<file path="src/rtl/mem_req_master.sv">
// Requester side of the memory valid/ready interface: buffers local commands in a
// FIFO, issues one memory transaction at a time and reports each completion or timeout.
module mem_req_master #(
    parameter int ADDR_WIDTH = 8,
    parameter int DATA_WIDTH = 32,
    parameter int CMD_DEPTH  = 4,
    parameter int TIMEOUT    = 16
) (
    input  logic                  clk,
    input  logic                  res,
    input  logic                  cmd_valid,
    output logic                  cmd_ready,
    input  logic                  cmd_wr_rd,
    input  logic [ADDR_WIDTH-1:0] cmd_addr,
    input  logic [DATA_WIDTH-1:0] cmd_wdata,
    output logic                  wr_rd,
    output logic [ADDR_WIDTH-1:0] addr,
    output logic [DATA_WIDTH-1:0] wdata,
    output logic                  valid,
    input  logic                  ready,
    input  logic [DATA_WIDTH-1:0] rdata,
    output logic                  rsp_valid,
    output logic                  rsp_wr_rd,
    output logic [ADDR_WIDTH-1:0] rsp_addr,
    output logic [DATA_WIDTH-1:0] rsp_rdata,
    output logic                  rsp_timeout,
    output logic                  busy
);

    localparam int PTR_W = (CMD_DEPTH > 1) ? $clog2(CMD_DEPTH) : 1;
    localparam int CNT_W = $clog2(CMD_DEPTH + 1);
    localparam int TMO_W = (TIMEOUT > 1) ? $clog2(TIMEOUT) : 1;
    localparam logic [CNT_W-1:0] FULL     = CNT_W'(CMD_DEPTH);
    localparam logic [TMO_W-1:0] TMO_LAST = TMO_W'(TIMEOUT - 1);

    typedef enum logic {S_IDLE, S_REQ} state_e;

    typedef struct packed {
        logic                  wr_rd;
        logic [ADDR_WIDTH-1:0] addr;
        logic [DATA_WIDTH-1:0] wdata;
    } cmd_t;

    cmd_t fifo_q [CMD_DEPTH];
    cmd_t cmd_in;
    cmd_t head;

    state_e                state_q, state_d;
    logic [PTR_W-1:0]      wr_ptr_q, wr_ptr_d, rd_ptr_q, rd_ptr_d;
    logic [CNT_W-1:0]      count_q, count_d;
    logic [TMO_W-1:0]      tmo_q, tmo_d;
    logic                  valid_q, valid_d;
    logic                  wr_rd_q, wr_rd_d;
    logic [ADDR_WIDTH-1:0] addr_q, addr_d;
    logic [DATA_WIDTH-1:0] wdata_q, wdata_d;
    logic                  rsp_valid_q, rsp_valid_d;
    logic                  rsp_wr_rd_q, rsp_wr_rd_d;
    logic [ADDR_WIDTH-1:0] rsp_addr_q, rsp_addr_d;
    logic [DATA_WIDTH-1:0] rsp_rdata_q, rsp_rdata_d;
    logic                  rsp_timeout_q, rsp_timeout_d;
    logic                  push, pop;

    assign cmd_in = '{wr_rd: cmd_wr_rd, addr: cmd_addr, wdata: cmd_wdata};
    assign head   = fifo_q[rd_ptr_q];

    always_comb begin
        state_d       = state_q;
        wr_ptr_d      = wr_ptr_q;
        rd_ptr_d      = rd_ptr_q;
        tmo_d         = tmo_q;
        valid_d       = valid_q;
        wr_rd_d       = wr_rd_q;
        addr_d        = addr_q;
        wdata_d       = wdata_q;
        rsp_valid_d   = 1'b0;
        rsp_wr_rd_d   = rsp_wr_rd_q;
        rsp_addr_d    = rsp_addr_q;
        rsp_rdata_d   = rsp_rdata_q;
        rsp_timeout_d = rsp_timeout_q;
        push          = cmd_valid && (count_q != FULL);
        pop           = 1'b0;

        case (state_q)
            S_IDLE: begin
                if (count_q != '0) begin
                    pop     = 1'b1;
                    state_d = S_REQ;
                end
            end
            S_REQ: begin
                if (ready) begin
                    rsp_valid_d   = 1'b1;
                    rsp_wr_rd_d   = wr_rd_q;
                    rsp_addr_d    = addr_q;
                    rsp_rdata_d   = wr_rd_q ? '0 : rdata;
                    rsp_timeout_d = 1'b0;
                    if (count_q != '0) begin
                        pop = 1'b1;
                    end else begin
                        valid_d = 1'b0;
                        state_d = S_IDLE;
                    end
                end else if (tmo_q == TMO_LAST) begin
                    // Abort always returns to IDLE, so the next command sees a bubble
                    valid_d       = 1'b0;
                    state_d       = S_IDLE;
                    rsp_valid_d   = 1'b1;
                    rsp_wr_rd_d   = wr_rd_q;
                    rsp_addr_d    = addr_q;
                    rsp_rdata_d   = '0;
                    rsp_timeout_d = 1'b1;
                end else begin
                    tmo_d = tmo_q + TMO_W'(1);
                end
            end
            default: state_d = S_IDLE;
        endcase

        if (pop) begin
            wr_rd_d  = head.wr_rd;
            addr_d   = head.addr;
            wdata_d  = head.wdata;
            valid_d  = 1'b1;
            tmo_d    = '0;
            rd_ptr_d = rd_ptr_q + PTR_W'(1);
        end
        if (push) begin
            wr_ptr_d = wr_ptr_q + PTR_W'(1);
        end
        count_d = count_q + CNT_W'(push) - CNT_W'(pop);
    end

    always_ff @(posedge clk) begin
        if (!res) begin
            state_q       <= S_IDLE;
            wr_ptr_q      <= '0;
            rd_ptr_q      <= '0;
            count_q       <= '0;
            tmo_q         <= '0;
            valid_q       <= 1'b0;
            wr_rd_q       <= 1'b0;
            addr_q        <= '0;
            wdata_q       <= '0;
            rsp_valid_q   <= 1'b0;
            rsp_wr_rd_q   <= 1'b0;
            rsp_addr_q    <= '0;
            rsp_rdata_q   <= '0;
            rsp_timeout_q <= 1'b0;
        end else begin
            state_q       <= state_d;
            wr_ptr_q      <= wr_ptr_d;
            rd_ptr_q      <= rd_ptr_d;
            count_q       <= count_d;
            tmo_q         <= tmo_d;
            valid_q       <= valid_d;
            wr_rd_q       <= wr_rd_d;
            addr_q        <= addr_d;
            wdata_q       <= wdata_d;
            rsp_valid_q   <= rsp_valid_d;
            rsp_wr_rd_q   <= rsp_wr_rd_d;
            rsp_addr_q    <= rsp_addr_d;
            rsp_rdata_q   <= rsp_rdata_d;
            rsp_timeout_q <= rsp_timeout_d;
        end
    end

    // Storage needs no reset: entries are only read once counted in
    always_ff @(posedge clk) begin
        if (res && push) begin
            fifo_q[wr_ptr_q] <= cmd_in;
        end
    end

    assign cmd_ready   = (count_q != FULL);
    assign busy        = (count_q != '0) || (state_q == S_REQ);
    assign valid       = valid_q;
    assign wr_rd       = wr_rd_q;
    assign addr        = addr_q;
    assign wdata       = wdata_q;
    assign rsp_valid   = rsp_valid_q;
    assign rsp_wr_rd   = rsp_wr_rd_q;
    assign rsp_addr    = rsp_addr_q;
    assign rsp_rdata   = rsp_rdata_q;
    assign rsp_timeout = rsp_timeout_q;

endmodule

</file>
<file path="config.mk">
export PLATFORM = sky130hd
export DESIGN_NAME = mem_req_master
export DESIGN_NICKNAME = d
export VERILOG_FILES = /design/src/rtl/mem_req_master.sv
export SDC_FILE = /design/constraint.sdc
export NUM_CORES = 1
export LEC_CHECK = 0
export BUFFER_PORTS_ARGS = -buffer_cell sky130_fd_sc_hd__buf_2
export CAP_MARGIN = 15
export CORE_UTILIZATION = 55
export DETAILED_ROUTE_END_ITERATION = 6
export PLACE_DENSITY = 0.77
export REMOVE_ABC_BUFFERS = 1
export SETUP_SLACK_MARGIN = 0.4
export SYNTH_ARGS = -nofsm -noshare
export SYNTH_HDL_FRONTEND = slang
export SYNTH_SLANG_ARGS = --single-unit
</file>
<file path="constraint.sdc">
create_clock -name clk -period 2.55 [get_ports clk]
set_input_delay 0.255 -clock clk [delete_from_list [all_inputs] [get_ports clk]]
set_output_delay 0.255 -clock clk [all_outputs]
set_load 0.01 [all_outputs]
</file>
# == Word level (Yosys, flattened, before mapping) ==
# Memory sizes are Yosys's and may differ from the RTL's. A register that Yosys moved wholly into a read port is not among the register bits.
# Index checks and enable logic that the tools add are counted.
# op_classes
n_lt_le_gt_ge,0
mul,0
add_sub_neg,5
eq_ne,3
reduce_logical,13
n_shift,0
bitwise_logic,4
div,0
muxes,24
# ops
cell,n
two-way mux 32 bit,3
two-way mux 1 bit,17
two-way mux 8 bit,2
inequality test 3 bit (second input constant),2
AND reduction 3 bit,2
nonzero test 3 bit,2
adder 2 x 1 -> 2 bit (second input constant),2
adder 4 x 1 -> 4 bit (second input constant),1
== test 4 bit (second input constant),1
inverter 1 bit,4
one-hot mux 1 bit (2 select lines),2
AND reduction 2 bit,2
nonzero test 2 bit,2
adder 3 x 1 -> 3 bit,1
subtractor 3 x 1 -> 3 bit,1
logical AND 1 bit,2
OR reduction 2 bit,1
logical NOT 1 bit,1
logical OR 1 bit,1
# totals
rom_bits,0
latchBits,0
mem_count,1
out_inout_bits,87
ff_bits,56
inputBits,77
ramBits,164
# mem_list
name,words,word_bits,read_ports,rd_ports_with_merged_regs,write_ports,line,text
fifo_q,4,41,1,1,1,44,cmd_t fifo_q [CMD_DEPTH];

# == Logic depth before layout (Yosys ltp) ==
# depth
depth_word,6
ltp_mapped,11

# == Least setup slack after synthesis ==
# No wires, ideal clock.
# synth_timing
path_type,flip-flop to flip-flop
start,reg count_q[2]
end,reg count_q[2]
synth_period_minus_slack_ns,2.298
arrival_time_ns,2.183
stages_incl_launch_ff,12
slack_ns,0.252
path_cell_list,dfxtp_1 or3b_1 buf_2 and2_1 inv_1 ha_1 inv_1 ha_1 fa_1 xnor2_1 xnor2_1 and2_1
# synth_via
word_cells_on_any_way,8
# synth_lines
element,line,text
"start, declared",50,"logic [CNT_W-1:0] count_q, count_d;"
"start signal, assigned",153,count_q <= count_d;
inequality test 3 bit,n/a,
net cmd_ready,12,"output logic cmd_ready,"
logical AND 1 bit,80,push = cmd_valid && (count_q != FULL);
adder 3 x 1 -> 3 bit,130,count_d = count_q + CNT_W'(push) - CNT_W'(pop);
subtractor 3 x 1 -> 3 bit,130,
# The timed path passes the listed nets, and every way through them passes these cells.
# A chain may end at the register's enable or synchronous reset.

# == Final worst setup path ==
# layout_timing
start,reg count_q[2]
end,reg count_q[2]
# layout_via
elab_chain_len,5
word_cells_on_any_way,8
# layout_rtl
element,line
branches (longest 4 deep; another with adder 3 x 1 -> 3 bit),n/a
subtractor 3 x 1 -> 3 bit *,130
# Mark *: on every way between the ends.

==> impl_results.md <==
- Die ar.: 0.0181 sq mm
- Crit path cell chain: or3b_4 -> and2_4 -> inv_4 -> ha_4 -> inv_2 -> ha_4 -> fa_2 -> xnor2_2 -> xnor2_1 -> and2_1
- WHS: 0.0208 ns
- Core Area: 0.0172 sq mm
- Post-Syn Area: 0.00965 sq mm
- Area leader, netlist: edfxtp_1
- Root buffer cell: clkbuf_16
- CTS tree: yes
- 1st-pass router iterations: 4
- Mean post-synth cell area: 16.9 sq um
- DRC violations left: 0
- Cells on worst reg2reg path: 10
- Pwr Total: 11.9 mW
- Final core utilization: 71.2%
- Most frequent cells in the layout: 164 x edfxtp_1, 163 x buf_2, 91 x dfxtp_1, 82 x nand2_1, 72 x dlygate4sd3_1
- Clock latency at the later pin of the worst-skew pair: 0.54 ns
- Commonest non-fill, non-tap cell in the layout: edfxtp_1
- Max-slew headroom: 24.1%
- Seq cells post-synth: 261
- Met3 GRT Util: 4.73%
- Max-cap violation count: 0
- Synth top area cells: edfxtp_1 51%, dfxtp_1 20%, mux4_2 7.5%, mux2i_1 4.3%, nand2_1 3.2%
- Worst min path class: primary input to register
- Layout area overhead: 27.2%
- Dpl hpwl: 11.4 mm
- Initial DRC Count: 258
- Pwr dens: 966 mW/mm^2
- Initial antenna violation count: 0
- Clock buffer depth: 3
- Crit path DAT: 2.59 ns
- Placed cell count: 935
- Worst setup EP type: register
- Largest stage delay, worst path: 0.39 ns
- CP Launch Type: register
- Fillers: 1113
- ANT nets after route: 0
- Worst setup path class: register to register
- Lkg Pwr: 4.85 nW
- Clk pin slew, worst setup/hold paths: 0.06 ns
- Drt wl/cell: 18.5 um
- Vias in the first global route: 6018
- Peak supply drop: 679 uV
- Ant. Diodes: 0
- Status: finished, final reports clean
- Final Non-Filler Cells: 1058
- Worst slew pin tran: 1.14 ns
- Overflow after GRT: 0
- Post-synthesis instance total: 572
- Fmax: 460 MHz
- Critical Path Fanout Max: 5
- Busiest layer in global routing: met2
- Largest net degree at the start of global routing: 47
- Hold path cells: 2
- Vias per cell: 5.48
- Final #Nets: 898
- Unrepaired setup endpoints after global routing: true
- Drt total wl: 19.6 mm
- Slowest cell on crit path: or3b_4
- Port Buffers: 163
- First-pass GRT wire length: 30.6 mm
- Yosys cell types: 45
- Overall die height: 134 um
- Fin crit share: 85.2%
- Tmin final: 2.17 ns
- Site Rows: 48
- Total GRT Usage: 21.9%
- Starting density of the core: 56.0%
- Total I/O pin count: 164
- Max-slew violations: 0
- Die width: 134 um
- Vias: 5795
- Fin Setup TNS: 0 ns
- Final GP Congestion: 0.775
- Number of H-tree levels: 1
- Count of final hold-check violations: 0
- Warnings from Yosys: 0
- Synth top area share: 51.0%
- Area taken by multi-input logic gates: 0.00258 sq mm
- Clock buffers created by TritonCTS: 26
- Met1 Usage GRT: 26.4%
- Layout cells sized above 1: 32.8%
- Clock sink total: 261
- Layout Skew: 0.0219 ns
- Worst Path Required: 2.97 ns
- GRT met2 Usage: 39.5%
- Final setup vio count: 0
- Sequential cell area: 0.00688 sq mm
- Post-synthesis sequential area ratio: 71.2%
- Crit-path most repeated cell: ha_4
## logic make-up after synthesis
kind of cell    after synthesis  synth area share (%)
buf+inv                      44                  2.87
mux                          82                  14.2
flops                       261                  71.2
simple gates                112                  5.33
xor+xnor                      2                 0.182
fa+ha+maj                     8                  1.12
compound gates               63                  5.17
## through the flow
step / setup slack (ns) / cell area, sq um
5_1_grt: 0.296 / 12300
3_3_place_gp: 0.228 / 10600
2_1_floorplan: -1.34 / 9400
4_1_cts: 0.358 / 12300
6_report: 0.378 / 12300
3_5_place_dp: 0.137 / 10600
## power breakdown
group / switching, mW / total [mW] / internal (mW)
clock: 1.55 / 3.67 / 2.13
combinational: 1.43 / 2.84 / 1.40
sequential: 0.323 / 5.35 / 5.02
total: 3.30 / 11.9 / 8.55
## worst max-delay path, delay by kind of cell (launching register included)
family | cells | cell delay, ns
xor+xnor | 2 | 0.27
fa+ha+maj | 3 | 0.62
buf+inv | 2 | 0.10
flops | 1 | 0.37
simple gates | 3 | 0.71
## cell usage after synthesis (all sizes together)
| library cell | number |
|---|---|
| and2 | 4 |
| o21a | 1 |
| nand2 | 82 |
| or3b | 1 |
| a31o | 1 |
| buf | 21 |
| a211oi | 1 |
| fa | 1 |
| o2bb2ai | 8 |
| clkbuf | 15 |
| and4b | 1 |
| edfxtp | 164 |
| nand2b | 2 |
| and3 | 5 |
| and3b | 1 |
| nand3b | 1 |
| mux2i | 41 |
| a22o | 33 |
| dfxtp | 97 |
| o31ai | 2 |
| nand3 | 4 |
| mux4 | 41 |
| nor2 | 3 |
| or3 | 3 |
| a21o | 2 |
| nor3 | 3 |
| ha | 7 |
| o21ai | 5 |
| nor2b | 1 |
| or4 | 1 |
| xnor2 | 2 |
| a21oi | 10 |
| inv | 8 |
## cell type report
type | count | area share (%)
multi-input cells | 268 | 21.1
clock buffers | 35 | 5.66
repair buffers | 248 | 13.5
well taps | 225 | 2.29
inverters | 8 | 0.265
flip-flops and latches | 261 | 56.1
clock inverters | 13 | 1.14
## sequential cells by signal, indices dropped and copies added (netlist names)
name	count
rsp_wr_rd	1
rsp_rdata	32
count_q	3
fifo_q	164
rsp_valid	1
wr_ptr_q	2
tmo_q	4
addr	8
state_q	1
wr_rd	1
valid	1
rd_ptr_q	2
wdata	32
rsp_addr	8
rsp_timeout	1
## path summary, 6_finish.rpt
kind,startpoint,end,slack [ns]
worst max-delay path,count_q[2]$_SDFF_PN0_,count_q[2]$_SDFF_PN0_,0.38
worst min-delay path,ready,rsp_timeout$_SDFFE_PN0P_,0.02
worst max register to register,count_q[2]$_SDFF_PN0_,count_q[2]$_SDFF_PN0_,0.38
worst min register to register,rsp_addr[5]$_SDFFE_PN0P_,rsp_addr[5]$_SDFFE_PN0P_,0.46
## metal layers
metal  vias up  wire length [um]
met5         -                 0
li1       2666                 -
met4         0               422
met1      2876              8030
met3        35              1350
met2       218              9800
## what timing repair did
item / CTS / global route
cloned: 1 / 0
endpoints found under the setup margin: 188 / 165
gates resized for setup: 14 / 4
buffers inserted: 1 / 1
pin swaps: 6 / 4
hold buffers: 72 / 0
hold endpoints to repair: 195 / 0
Power figures use the tool's default switching activity.
